==> src/rtl/mix_columns_seq.sv <==
// mix_columns_seq
//   Sequential AES MixColumns stage for a full 128-bit state. It captures a
//   state, transforms COLS_PER_CYCLE columns per clock in place, then holds
//   the result until the downstream stage accepts it.
//
//   Optional feature: define INV_MIX_EN to compile the InvMixColumns datapath.
//   When it is undefined, in_inv is ignored and only the forward transform
//   exists.
//
// Ports
//   clock      rising-edge clock
//   reset_n    asynchronous active-low reset
//   in_valid   in_state/in_inv valid
//   in_ready   block can accept a state (IDLE)
//   in_state   column c = bits[32c+31:32c], row r = bits[32c+8r+7:32c+8r]
//   in_inv     0 = MixColumns, 1 = InvMixColumns
//   out_valid  out_state valid (DONE)
//   out_ready  downstream accepts out_state
//   out_state  transformed state, same layout as in_state
//   busy       FSM not in IDLE
//
// State | meaning
//   IDLE | waiting for an input state, in_ready high
//   RUN  | transforming one column group per cycle
//   DONE | result presented, waiting for out_ready
module mix_columns_seq #(
    parameter int COLS_PER_CYCLE = 1,
    parameter int NUM_COLS       = 4
) (
    input  logic         clock,
    input  logic         reset_n,
    input  logic         in_valid,
    output logic         in_ready,
    input  logic [127:0] in_state,
    input  logic         in_inv,
    output logic         out_valid,
    input  logic         out_ready,
    output logic [127:0] out_state,
    output logic         busy
);
    localparam int CNT_W = $clog2(NUM_COLS);
    localparam logic [CNT_W-1:0] CNT_STEP = CNT_W'(COLS_PER_CYCLE);
    localparam logic [CNT_W-1:0] LAST_GRP = CNT_W'(NUM_COLS - COLS_PER_CYCLE);

    if ((COLS_PER_CYCLE != 1 && COLS_PER_CYCLE != 2 && COLS_PER_CYCLE != 4) ||
        NUM_COLS != 4) begin : g_bad_param
        $error("mix_columns_seq: COLS_PER_CYCLE must be 1, 2 or 4 and NUM_COLS must be 4");
    end

    typedef enum logic [1:0] {IDLE, RUN, DONE} state_t;

    state_t             state;
    state_t             state_next;
    logic [CNT_W-1:0]   cnt;
    logic [127:0]       work;
    logic [127:0]       work_next;
    logic               accept;

    function automatic logic [7:0] xtime(input logic [7:0] x);
        return {x[6:0], 1'b0} ^ (x[7] ? 8'h1b : 8'h00);
    endfunction

    function automatic logic [31:0] mix_fwd(input logic [31:0] col);
        logic [7:0]  a [4];
        logic [31:0] r;
        for (int i = 0; i < 4; i++) a[i] = col[8*i +: 8];
        r = '0;
        for (int i = 0; i < 4; i++) begin
            // 2*a_i ^ 3*a_{i+1} ^ a_{i+2} ^ a_{i+3}
            r[8*i +: 8] = xtime(a[i]) ^ xtime(a[(i+1)%4]) ^ a[(i+1)%4]
                        ^ a[(i+2)%4] ^ a[(i+3)%4];
        end
        return r;
    endfunction

`ifdef INV_MIX_EN
    function automatic logic [31:0] mix_inv(input logic [31:0] col);
        logic [7:0]  a  [4];
        logic [7:0]  x2 [4];
        logic [7:0]  x4 [4];
        logic [7:0]  x8 [4];
        logic [31:0] r;
        for (int i = 0; i < 4; i++) begin
            a[i]  = col[8*i +: 8];
            x2[i] = xtime(a[i]);
            x4[i] = xtime(x2[i]);
            x8[i] = xtime(x4[i]);
        end
        r = '0;
        for (int i = 0; i < 4; i++) begin
            // e = 8^4^2, b = 8^2^1, d = 8^4^1, 9 = 8^1
            r[8*i +: 8] = (x8[i]       ^ x4[i]       ^ x2[i])
                        ^ (x8[(i+1)%4] ^ x2[(i+1)%4] ^ a[(i+1)%4])
                        ^ (x8[(i+2)%4] ^ x4[(i+2)%4] ^ a[(i+2)%4])
                        ^ (x8[(i+3)%4] ^ a[(i+3)%4]);
        end
        return r;
    endfunction

    logic mode;

    always_ff @(posedge clock or negedge reset_n) begin
        if (!reset_n) begin
            mode <= 1'b0;
        end else if (accept) begin
            mode <= in_inv;
        end
    end
`else
    logic unused_in_inv;
    assign unused_in_inv = in_inv;
`endif

    // Only the current column group is rewritten; the counter is always a
    // multiple of COLS_PER_CYCLE so the group never runs past column 3.
    always_comb begin
        work_next = work;
        for (int g = 0; g < COLS_PER_CYCLE; g++) begin
`ifdef INV_MIX_EN
            work_next[32*(int'(cnt)+g) +: 32] = mode ? mix_inv(work[32*(int'(cnt)+g) +: 32])
                                                     : mix_fwd(work[32*(int'(cnt)+g) +: 32]);
`else
            work_next[32*(int'(cnt)+g) +: 32] = mix_fwd(work[32*(int'(cnt)+g) +: 32]);
`endif
        end
    end

    always_ff @(posedge clock or negedge reset_n) begin
        if (!reset_n) begin
            state <= IDLE;
        end else begin
            state <= state_next;
        end
    end

    always_comb begin
        state_next = state;
        in_ready   = 1'b0;
        out_valid  = 1'b0;
        busy       = 1'b1;
        accept     = 1'b0;
        case (state)
            IDLE: begin
                in_ready = 1'b1;
                busy     = 1'b0;
                if (in_valid) begin
                    accept     = 1'b1;
                    state_next = RUN;
                end
            end
            RUN: begin
                if (cnt == LAST_GRP) state_next = DONE;
            end
            DONE: begin
                out_valid = 1'b1;
                if (out_ready) state_next = IDLE;
            end
            default: state_next = IDLE;
        endcase
    end

    always_ff @(posedge clock or negedge reset_n) begin
        if (!reset_n) begin
            work <= '0;
            cnt  <= '0;
        end else if (accept) begin
            work <= in_state;
            cnt  <= '0;
        end else if (state == RUN) begin
            work <= work_next;
            cnt  <= cnt + CNT_STEP;
        end
    end

    // Partial results in RUN are never exposed.
    assign out_state = out_valid ? work : '0;

endmodule

==> config.mk <==
export PLATFORM = sky130hd
export DESIGN_NAME = mix_columns_seq
export DESIGN_NICKNAME = d
export VERILOG_FILES = /design/src/rtl/mix_columns_seq.sv
export SDC_FILE = /design/constraint.sdc
export NUM_CORES = 1
export LEC_CHECK = 0
export BUFFER_PORTS_ARGS = -buffer_cell sky130_fd_sc_hd__buf_4
export CAP_MARGIN = 25
export CORE_MARGIN = 1
export CORE_UTILIZATION = 32
export DETAILED_ROUTE_END_ITERATION = 8
export PLACE_DENSITY = 0.6
export SYNTH_ARGS = -nofsm -noshare
export SYNTH_HDL_FRONTEND = slang
export SYNTH_SLANG_ARGS = --single-unit
==> constraint.sdc <==
create_clock -name clock -period 5.32 [get_ports clock]
set_input_delay 0.532 -clock clock [delete_from_list [all_inputs] [get_ports clock]]
set_output_delay 0.532 -clock clock [all_outputs]
set_load 0.03 [all_outputs]
==> flow_metrics.env, run 1 <==
export IMPL_fin_cells=1297
export IMPL_port_buffers=262
export IMPL_grt_pass1_vias=7009
export IMPL_synth_cell_type_count=32
export IMPL_status="completed"
export IMPL_maxCapViolCount=0
export IMPL_place_inst=1264
export IMPL_clock_sinks=132
export IMPL_hold_violations=0
export IMPL_drc=0
export IMPL_post_cts_buffers=0
export IMPL_seq_area_um2=3310
export IMPL_crit_chain="nor2b_4 -> buf_16 -> buf_4 -> and2_1 -> buf_4"
export IMPL_ys_seq_elements=132
export IMPL_holdCritPathClass="in2async"
export IMPL_dieWidth_um=163
export IMPL_vias_per_cell=5.45
export IMPL_finClkSkew_ps=16.9
export IMPL_worstMarginPinSlew_ps=927
export IMPL_yosysTopAreaCellShare_pct=39.8
export IMPL_setup_viol=0
export IMPL_antenna_found_initial=0
export IMPL_synth_area_per_cell_um2=11.5
export IMPL_yosysMostFrequentCell="dfrtp_1"
export IMPL_ant_nets=0
export IMPL_synth_seq_area_share_pct=39.8
export IMPL_period_needed_ps=3240
export IMPL_route_vias_total=7071
export IMPL_crit_fanout=68
export IMPL_startpoint_type="flip-flop"
export IMPL_wl_mm=29.8
export IMPL_fin_crit_sh_pct=60.9
export IMPL_synth_top_cell_by_area="dfrtp_1"
export IMPL_htree_levels=4
export IMPL_netlist_area_um2=8310
export IMPL_max_freq_ghz=0.309
export IMPL_multi_input_area_um2=4710
export IMPL_synthTopCellsByArea="dfrtp_1, a22oi_1, and2_1, xnor3_1, mux4_2"
export IMPL_cts_buffers=17
export IMPL_cts_root_buf="clkbuf_16"
export IMPL_cp_arrival_ps=2710
export IMPL_worst_path_max_delay_cell="nor2b_4"
export IMPL_grt_use_total_pct=22.7
export IMPL_clk_pin_slew_ps=60
export IMPL_grt_max_degree=80
export IMPL_first_pass_iters=5
export IMPL_worstPathRequired_ps=4790
export IMPL_hold_slack_ps=117
export IMPL_wl_per_cell_um=23.0
export IMPL_overflow=0
export IMPL_grt_first_pass_wirelength_mm=44.1
export IMPL_clock_path_buffers=2
export IMPL_die_h_um=163
export IMPL_rsz0062_at_grt="no"
export IMPL_critPathCaptureType="output port"
export IMPL_crit_buf_inv=3
export IMPL_drive_gt1_share_pct=37.1
export IMPL_insertedDiodeCount=0
export IMPL_die_area_um2=26600
export IMPL_place_congestion=0.792
export IMPL_initial_core_util_pct=32.8
export IMPL_ys_warn_count=0
export IMPL_maxSlewHeadroom_pct=38.2
export IMPL_critPathTopFamily="buffers and inverters"
export IMPL_nets=1092
export IMPL_syn_nets=861
export IMPL_rows=58
export IMPL_crit_path_max_incr_delay_ps=580
export IMPL_ys_top_cells_by_count="dfrtp_1, and2_1, a22oi_1, o21ai_0, clkbuf_1"
export IMPL_cts_resized=0
export IMPL_io_pins=264
export IMPL_critPathKind="reg2out"
export IMPL_place_ws_ps=2010
export IMPL_core_um2=25300
export IMPL_cpMostUsedCell="buf_4"
export IMPL_fin_tns_setup_ps=0
export IMPL_synth_edff_count=0
export IMPL_cts_tree="built"
export IMPL_fin_ws_ps=2080
export IMPL_area_growth_pct=34.2
export IMPL_hpwlAfterDp_mm=21.2
export IMPL_first_iter_violations=534
export IMPL_synth_async_reset_ratio_pct=100
export IMPL_n_fill_cell=2435
export IMPL_synth_cells=723
export IMPL_synth_ff_type="dfrtp_1"
export IMPL_hold_buffers=0
export IMPL_drv_slew=0
export IMPL_clkLatencyLatePin_ps=420
metrics by stage:
step | instance area, um^2 | util (%)
floorplan | 8310 | -
global placement | 10500 | 41.5
detailed placement | 10500 | 41.6
CTS | 11100 | 44.0
global route | 11100 | 44.0
finish | 11100 | 44.0
cell usage in the layout, fill, tap and decap left out, drive strengths merged:
master	count
dfrtp	132
a22oi	128
mux4	32
and2	129
xnor3	34
nand4	1
nand4b	1
nand2	7
xor2	13
xnor2	17
nand3	1
a21oi	1
a21o	4
clkbuf	18
clkinvlp	3
o21ai	130
nor2b	3
nor2	2
xor3	9
clkinv	5
a22o	1
ha	5
buf	277
nand2b	3
inv	7
o21bai	1
bufinv	2
or4b	1
cells by family (layout without fill, tap and decap cells):
group,after synthesis,after routing,synth area share (%)
AND/OR/NAND/NOR,148,148,10.9
flip-flops,132,132,39.8
buffers and inverters,68,312,3.67
XOR/XNOR,73,73,16.2
multiplexers,32,32,8.67
adder cells (fa/ha/maj),5,5,0.753
AO/OA/AOI/OAI,265,265,20.0
registers in the layout (all words and copies together) (netlist names):
signal  flops
cnt         2
state       2
work      128
cell type report:
class                   count  area share, %
clock buffers              18           3.94
multi-input cells         523           42.2
well taps                 330           3.70
flip-flops and latches    132           29.7
repair buffers            277           19.0
clock inverters            14           1.35
inverters                   3          0.101
final timing paths:
kind | startpoint | end | slack [ps] | cells past startpoint
worst max-delay path | state[1]$_DFFE_PN0P_ | out_state[67] | 2080 | 5
worst min-delay path | reset_n | state[1]$_DFFE_PN0P_ | 120 | 1
worst max register to register | cnt[0]$_DFFE_PN0P_ | work[59]$_DFFE_PN0P_ | 2080 | 5
worst min register to register | work[47]$_DFFE_PN0P_ | work[47]$_DFFE_PN0P_ | 520 | 2
max in group asynchronous | reset_n | work[21]$_DFFE_PN0P_ | 3980 | 2
min in group clock | in_state[67] | work[67]$_DFFE_PN0P_ | 340 | 3
layer usage:
metal / GRT usage [%] / share of wire [%] / vias to the layer above
met1: 31.6 / 45 / 3575
met2: 35.6 / 47 / 318
li1: - / - / 3150
met4: 6.71 / 1.5 / 0
met5: 0 / 0 / -
met3: 4.39 / 6.6 / 28
Power of run 1 is left out: the tool's default activity adds up to more than one toggle a clock period on the data nets, which glitch-free logic cannot reach.
==> run 2: changes to the inputs <==
--- a/config.mk
+++ b/config.mk
@@ -5,12 +5,13 @@
 export SDC_FILE = /design/constraint.sdc
 export NUM_CORES = 1
 export LEC_CHECK = 0
+export ABC_AREA = 1
 export BUFFER_PORTS_ARGS = -buffer_cell sky130_fd_sc_hd__buf_4
 export CAP_MARGIN = 25
 export CORE_MARGIN = 1
 export CORE_UTILIZATION = 32
 export DETAILED_ROUTE_END_ITERATION = 8
-export PLACE_DENSITY = 0.6
+export PLACE_DENSITY = 0.59
 export SYNTH_ARGS = -nofsm -noshare
 export SYNTH_HDL_FRONTEND = slang
 export SYNTH_SLANG_ARGS = --single-unit
==> constraint.sdc (replaced) <==
create_clock -name clock -period 3.08 [get_ports clock]
set_input_delay 0.308 -clock clock [delete_from_list [all_inputs] [get_ports clock]]
set_output_delay 0.308 -clock clock [all_outputs]
set_load 0.03 [all_outputs]
==> flow_metrics.env, run 2 <==
export IMPL_wl_mm=44.8
export IMPL_max_freq_ghz=0.384
export IMPL_layout_common_cells="nand2_1, buf_4, inv_1"
export IMPL_clk_pin_slew_ps=70
export IMPL_hold_buffers=0
export IMPL_grt_use_total_pct=26.7
export IMPL_cts_root_buf="clkbuf_16"
export IMPL_crit_buf_inv=5
export IMPL_synth_cells=1808
export IMPL_area_growth_pct=27.2
export IMPL_hpwlAfterDp_mm=34.4
export IMPL_synth_ff_type="dfrtp_1"
export IMPL_synth_area_per_cell_um2=5.88
export IMPL_synth_async_reset_ratio_pct=100
export IMPL_ys_warn_count=0
export IMPL_final_common_cell="nand2_1"
export IMPL_synth_seq_area_share_pct=31.1
export IMPL_crit_chain="inv_6 -> buf_12 -> ha_1 -> buf_4 -> nand2_1 -> nand2_1 -> buf_4 -> clkinv_1 -> nand2_1 -> o211ai_1"
export IMPL_violations="negative hold slack"
export IMPL_period_needed_ps=2610
export IMPL_synthTopCellsByArea="dfrtp_1, nand2_1, nand3_1, inv_1, nor2_1"
export IMPL_first_iter_violations=1204
export IMPL_seq_area_um2=3310
export IMPL_synth_edff_count=0
export IMPL_setup_viol=0
export IMPL_maxCapViolCount=0
export IMPL_port_buffers=262
export IMPL_htree_levels=4
export IMPL_status="complete, but fails checks"
export IMPL_worstMarginPinSlew_ps=847
export IMPL_synth_cell_type_count=28
export IMPL_placed_area_um2=12900
export IMPL_ys_seq_elements=132
export IMPL_yosysMostFrequentCell="nand2_1"
export IMPL_worstPathRequired_ps=3380
export IMPL_post_cts_buffers=0
export IMPL_overflow=0
export IMPL_crit_path_max_incr_delay_ps=580
export IMPL_wl_per_cell_um=18.1
export IMPL_maxSlewHeadroom_pct=43.5
export IMPL_top_register="work"
export IMPL_drc=0
export IMPL_route_vias_total=12417
export IMPL_cts_tree="built"
export IMPL_clock_sinks=132
export IMPL_vias_per_cell=5.01
export IMPL_grt_pass1_vias=11583
export IMPL_cpMostUsedCell="nand2_1"
export IMPL_rows=66
export IMPL_ys_top_cells_by_count="nand2_1, inv_1, nand3_1, nor2_1, dfrtp_1"
export IMPL_ant_nets=0
export IMPL_multi_input_area_um2=5970
export IMPL_netlist_area_um2=10600
export IMPL_grt_max_degree=133
export IMPL_place_congestion=0.940
export IMPL_cts_resized=0
export IMPL_clkLatencyLatePin_ps=430
export IMPL_die_h_um=184
export IMPL_io_pins=264
export IMPL_first_pass_iters=5
export IMPL_grt_first_pass_wirelength_mm=68.0
export IMPL_finClkSkew_ps=13.1
export IMPL_dieWidth_um=184
export IMPL_clock_path_buffers=2
export IMPL_fin_ws_ps=472
export IMPL_holdCritPathClass="in2async"
export IMPL_drive_gt1_share_pct=19.6
export IMPL_place_ws_ps=479
export IMPL_startpoint_type="flip-flop"
export IMPL_initial_core_util_pct=32.6
export IMPL_rsz0062_at_grt="no"
export IMPL_critPathCaptureType="flip-flop"
export IMPL_worst_path_max_delay_cell="dfrtp_4"
export IMPL_hold_slack_ps=-38.6
export IMPL_fin_crit_sh_pct=84.7
export IMPL_drv_slew=0
export IMPL_syn_nets=1946
export IMPL_critPathKind="reg2reg"
export IMPL_die_area_um2=33900
export IMPL_synth_top_cell_by_area="dfrtp_1"
export IMPL_largest_reg_flops=128
export IMPL_n_fill_cell=3588
export IMPL_core_um2=32600
export IMPL_yosysTopAreaCellShare_pct=31.1
export IMPL_cp_arrival_ps=2910
export IMPL_top_regs="work x128, cnt x2, state x2"
export IMPL_insertedDiodeCount=0
export IMPL_nets=2163
export IMPL_antenna_found_initial=0
export IMPL_cts_buffers=17
export IMPL_hold_violations=6
export IMPL_fin_tns_setup_ps=0
export IMPL_critPathTopFamily="buffers and inverters"
export IMPL_final_area_um2=13500
export IMPL_crit_fanout=33
-- run 2: path summary, 6_finish.rpt --
path / startpoint / to / slack, ps / depth (start not counted)
setup / recovery: cnt[0]$_DFFE_PN0P_ / work[14]$_DFFE_PN0P_ / 470 / 10
hold / removal: reset_n / work[37]$_DFFE_PN0P_ / -40 / 2
setup reg to reg: cnt[0]$_DFFE_PN0P_ / work[14]$_DFFE_PN0P_ / 470 / 10
hold reg to reg: work[86]$_DFFE_PN0P_ / work[86]$_DFFE_PN0P_ / 530 / 2
max in group asynchronous: reset_n / cnt[0]$_DFFE_PN0P_ / 2490 / 2
min in group clock: in_state[65] / work[65]$_DFFE_PN0P_ / 90 / 3
-- run 2: cell families (layout without fill, tap and decap cells) --
logic type,count (synthesis),after routing,share of synthesized area [%]
and+or+nand+nor,1234,1234,48.7
adders and majority gates,5,5,0.589
buffers and inverters,321,551,12.7
xor gates and xnor gates,9,9,0.954
DFF,132,132,31.1
AOI/OAI and AO/OA,107,107,5.96
-- run 2: routing by layer --
layer  wire (um)  up-vias  track usage (%)
met3        4210       44             4.72
met5           0        -                0
li1            -     6029                -
met2       19000      566             38.6
met4         867        0             7.73
met1       20700     5778             39.8
-- run 2: metrics by stage --
stage / util (%) / hold WS (ps) / std cells
floorplan: - / 12.4 / 1808
global placement: 39.7 / 505 / 2448
detailed placement: 39.7 / 506 / 2448
CTS: 41.4 / 50.9 / 2480
global route: 41.4 / 56.9 / 2480
finish: 41.4 / -38.6 / 2480
-- run 2: layout make-up --
cell class                      instances  area share [%]
Multi-Input combinational cell       1355            44.2
Sequential cell                       132            24.5
Timing Repair Buffer                  289            16.6
Inverter                              230            6.46
Tap cell                              442            4.09
Clock buffer                           18            3.17
Clock inverter                         14            1.05
Power of run 2 is left out for the same reason.
==> run 3: changes to the inputs <==
==> constraint.sdc (replaced) <==
create_clock -name clock -period 2.5 [get_ports clock]
set_input_delay 0.25 -clock clock [delete_from_list [all_inputs] [get_ports clock]]
set_output_delay 0.25 -clock clock [all_outputs]
set_load 0.03 [all_outputs]
==> flow_metrics.env, run 3 (synthesized netlist as in run 2, its figures left out) <==
export IMPL_drive_gt1_share_pct=20.5
export IMPL_startpoint_type="flip-flop"
export IMPL_grt_pass1_vias=11537
export IMPL_route_vias_total=12606
export IMPL_grt_max_degree=73
export IMPL_maxSlewHeadroom_pct=44.1
export IMPL_maxCapViolCount=0
export IMPL_die_h_um=184
export IMPL_fin_cells=2506
export IMPL_worstMarginPinSlew_ps=838
export IMPL_grt_first_pass_wirelength_mm=68.2
export IMPL_crit_chain="buf_12 -> nand2_1 -> nand3_1 -> nand2_2 -> xnor2_2 -> nand2_1 -> nand2_1 -> nand2_1 -> nand2_1 -> nand4_1 -> nand2_1"
export IMPL_overflow=0
export IMPL_cp_arrival_ps=2710
export IMPL_wl_per_cell_um=18.0
export IMPL_n_fill_cell=3495
export IMPL_finClkSkew_ps=15.5
export IMPL_htree_levels=4
export IMPL_hpwlAfterDp_mm=35.4
export IMPL_rr_worst_depth=11
export IMPL_critPathCaptureType="flip-flop"
export IMPL_drv_slew=0
export IMPL_die_area_um2=33900
export IMPL_hold_violations=0
export IMPL_critPathKind="reg2reg"
export IMPL_core_um2=32600
export IMPL_worstPathRequired_ps=2860
export IMPL_top_regs="work x128, cnt x2, state x2"
export IMPL_crit_fanout=44
export IMPL_crit_buf_inv=1
export IMPL_placed_area_um2=13200
export IMPL_seq_area_um2=3310
export IMPL_rows=66
export IMPL_cp_depth=11
export IMPL_cpMostUsedCell="nand2_1"
export IMPL_status="completed"
export IMPL_cts_buffers=17
export IMPL_whs_path_depth=3
export IMPL_clock_path_buffers=2
export IMPL_top_register="work"
export IMPL_period_needed_ps=2350
export IMPL_largest_reg_flops=128
export IMPL_fin_tns_setup_ps=0
export IMPL_insertedDiodeCount=0
export IMPL_fin_crit_sh_pct=94.0
export IMPL_clk_pin_slew_ps=80
export IMPL_layout_common_cells="nand2_1, buf_4, inv_1"
export IMPL_rsz0062_at_grt="no"
export IMPL_critPathTopFamily="simple AND/OR/NAND/NOR gates"
export IMPL_multi_input_area_um2=5980
export IMPL_max_freq_ghz=0.426
export IMPL_final_common_cell="nand2_1"
export IMPL_nets=2189
export IMPL_rrSetupSlack_ps=150
export IMPL_ant_nets=0
export IMPL_initial_core_util_pct=32.6
export IMPL_clkLatencyLatePin_ps=430
export IMPL_wl_mm=45.1
export IMPL_vias_per_cell=5.03
export IMPL_cts_root_buf="clkbuf_16"
export IMPL_crit_path_max_incr_delay_ps=480
export IMPL_area_growth_pct=29.9
export IMPL_first_iter_violations=1319
export IMPL_antenna_found_initial=0
export IMPL_drc=0
export IMPL_holdCritPathClass="in2reg"
export IMPL_setup_viol=0
export IMPL_final_area_um2=13800
export IMPL_io_pins=264
export IMPL_dieWidth_um=184
export IMPL_clock_sinks=132
export IMPL_place_congestion=0.964
export IMPL_port_buffers=262
export IMPL_first_pass_iters=5
export IMPL_cts_tree="built"
export IMPL_grt_use_total_pct=26.8
export IMPL_place_inst=2472
export IMPL_worst_path_max_delay_cell="dfrtp_4"
## run 3: cell types whose count changed in the layout (fill, tap and decap cells not counted), sizes merged
cell / delta
buf: +24
clkinvlp: -3
bufinv: -1
clkinv: +4
dlygate4sd3: +2
## run 3: worst paths after layout
path	from	end
max in group asynchronous	reset_n	work[51]$_DFFE_PN0P_
min in group asynchronous	reset_n	work[100]$_DFFE_PN0P_
worst max register to register	cnt[0]$_DFFE_PN0P_	work[39]$_DFFE_PN0P_
worst min register to register	work[75]$_DFFE_PN0P_	work[75]$_DFFE_PN0P_
worst min-delay path	in_state[73]	work[73]$_DFFE_PN0P_
worst max-delay path	cnt[0]$_DFFE_PN0P_	work[39]$_DFFE_PN0P_
## run 3: cell type report
cell class	instances	area share (%)
clock inverter	14	1.01
clock buffer	18	3.11
tap	442	4.01
timing repair buffer	315	18.3
inverter	230	6.34
multi-input combinational	1355	43.3
sequential	132	24.0
## run 3: timing repair
| item | in CTS | in global routing |
|---|---|---|
| setup endpoints to repair | 0 | 11 |
| endpoints found under the hold margin | 29 | 0 |
| resized for setup | 0 | 4 |
| setup buffers | 0 | 0 |
| hold buffers | 2 | 0 |
## run 3: worst reg2reg max path: stages (launching register included)
cell and delay (ps):
dfrtp_4 480, buf_12 220, nand2_1 190, nand3_1 140
nand2_2 200, xnor2_2 280, nand2_1 110, nand2_1 80
nand2_1 50, nand2_1 310, nand4_1 150, nand2_1 100
## run 3: metal layers
layer	global-route usage [%]	wire, um	vias up
met2	38.0	19100	569
li1	-	-	6079
met3	4.25	3900	51
met5	0	0	-
met4	8.17	1090	0
met1	40.7	21000	5907
## run 3: stage by stage
stage	utilization (%)	hold WS, ps	worst slack, ps
2_1_floorplan	-	-45.6	348
3_3_place_gp	40.5	233	231
3_5_place_dp	40.5	234	184
4_1_cts	42.3	29.5	122
5_1_grt	42.3	39.6	6.62
6_report	42.3	33.8	151
Power of run 3 is left out for the same reason.
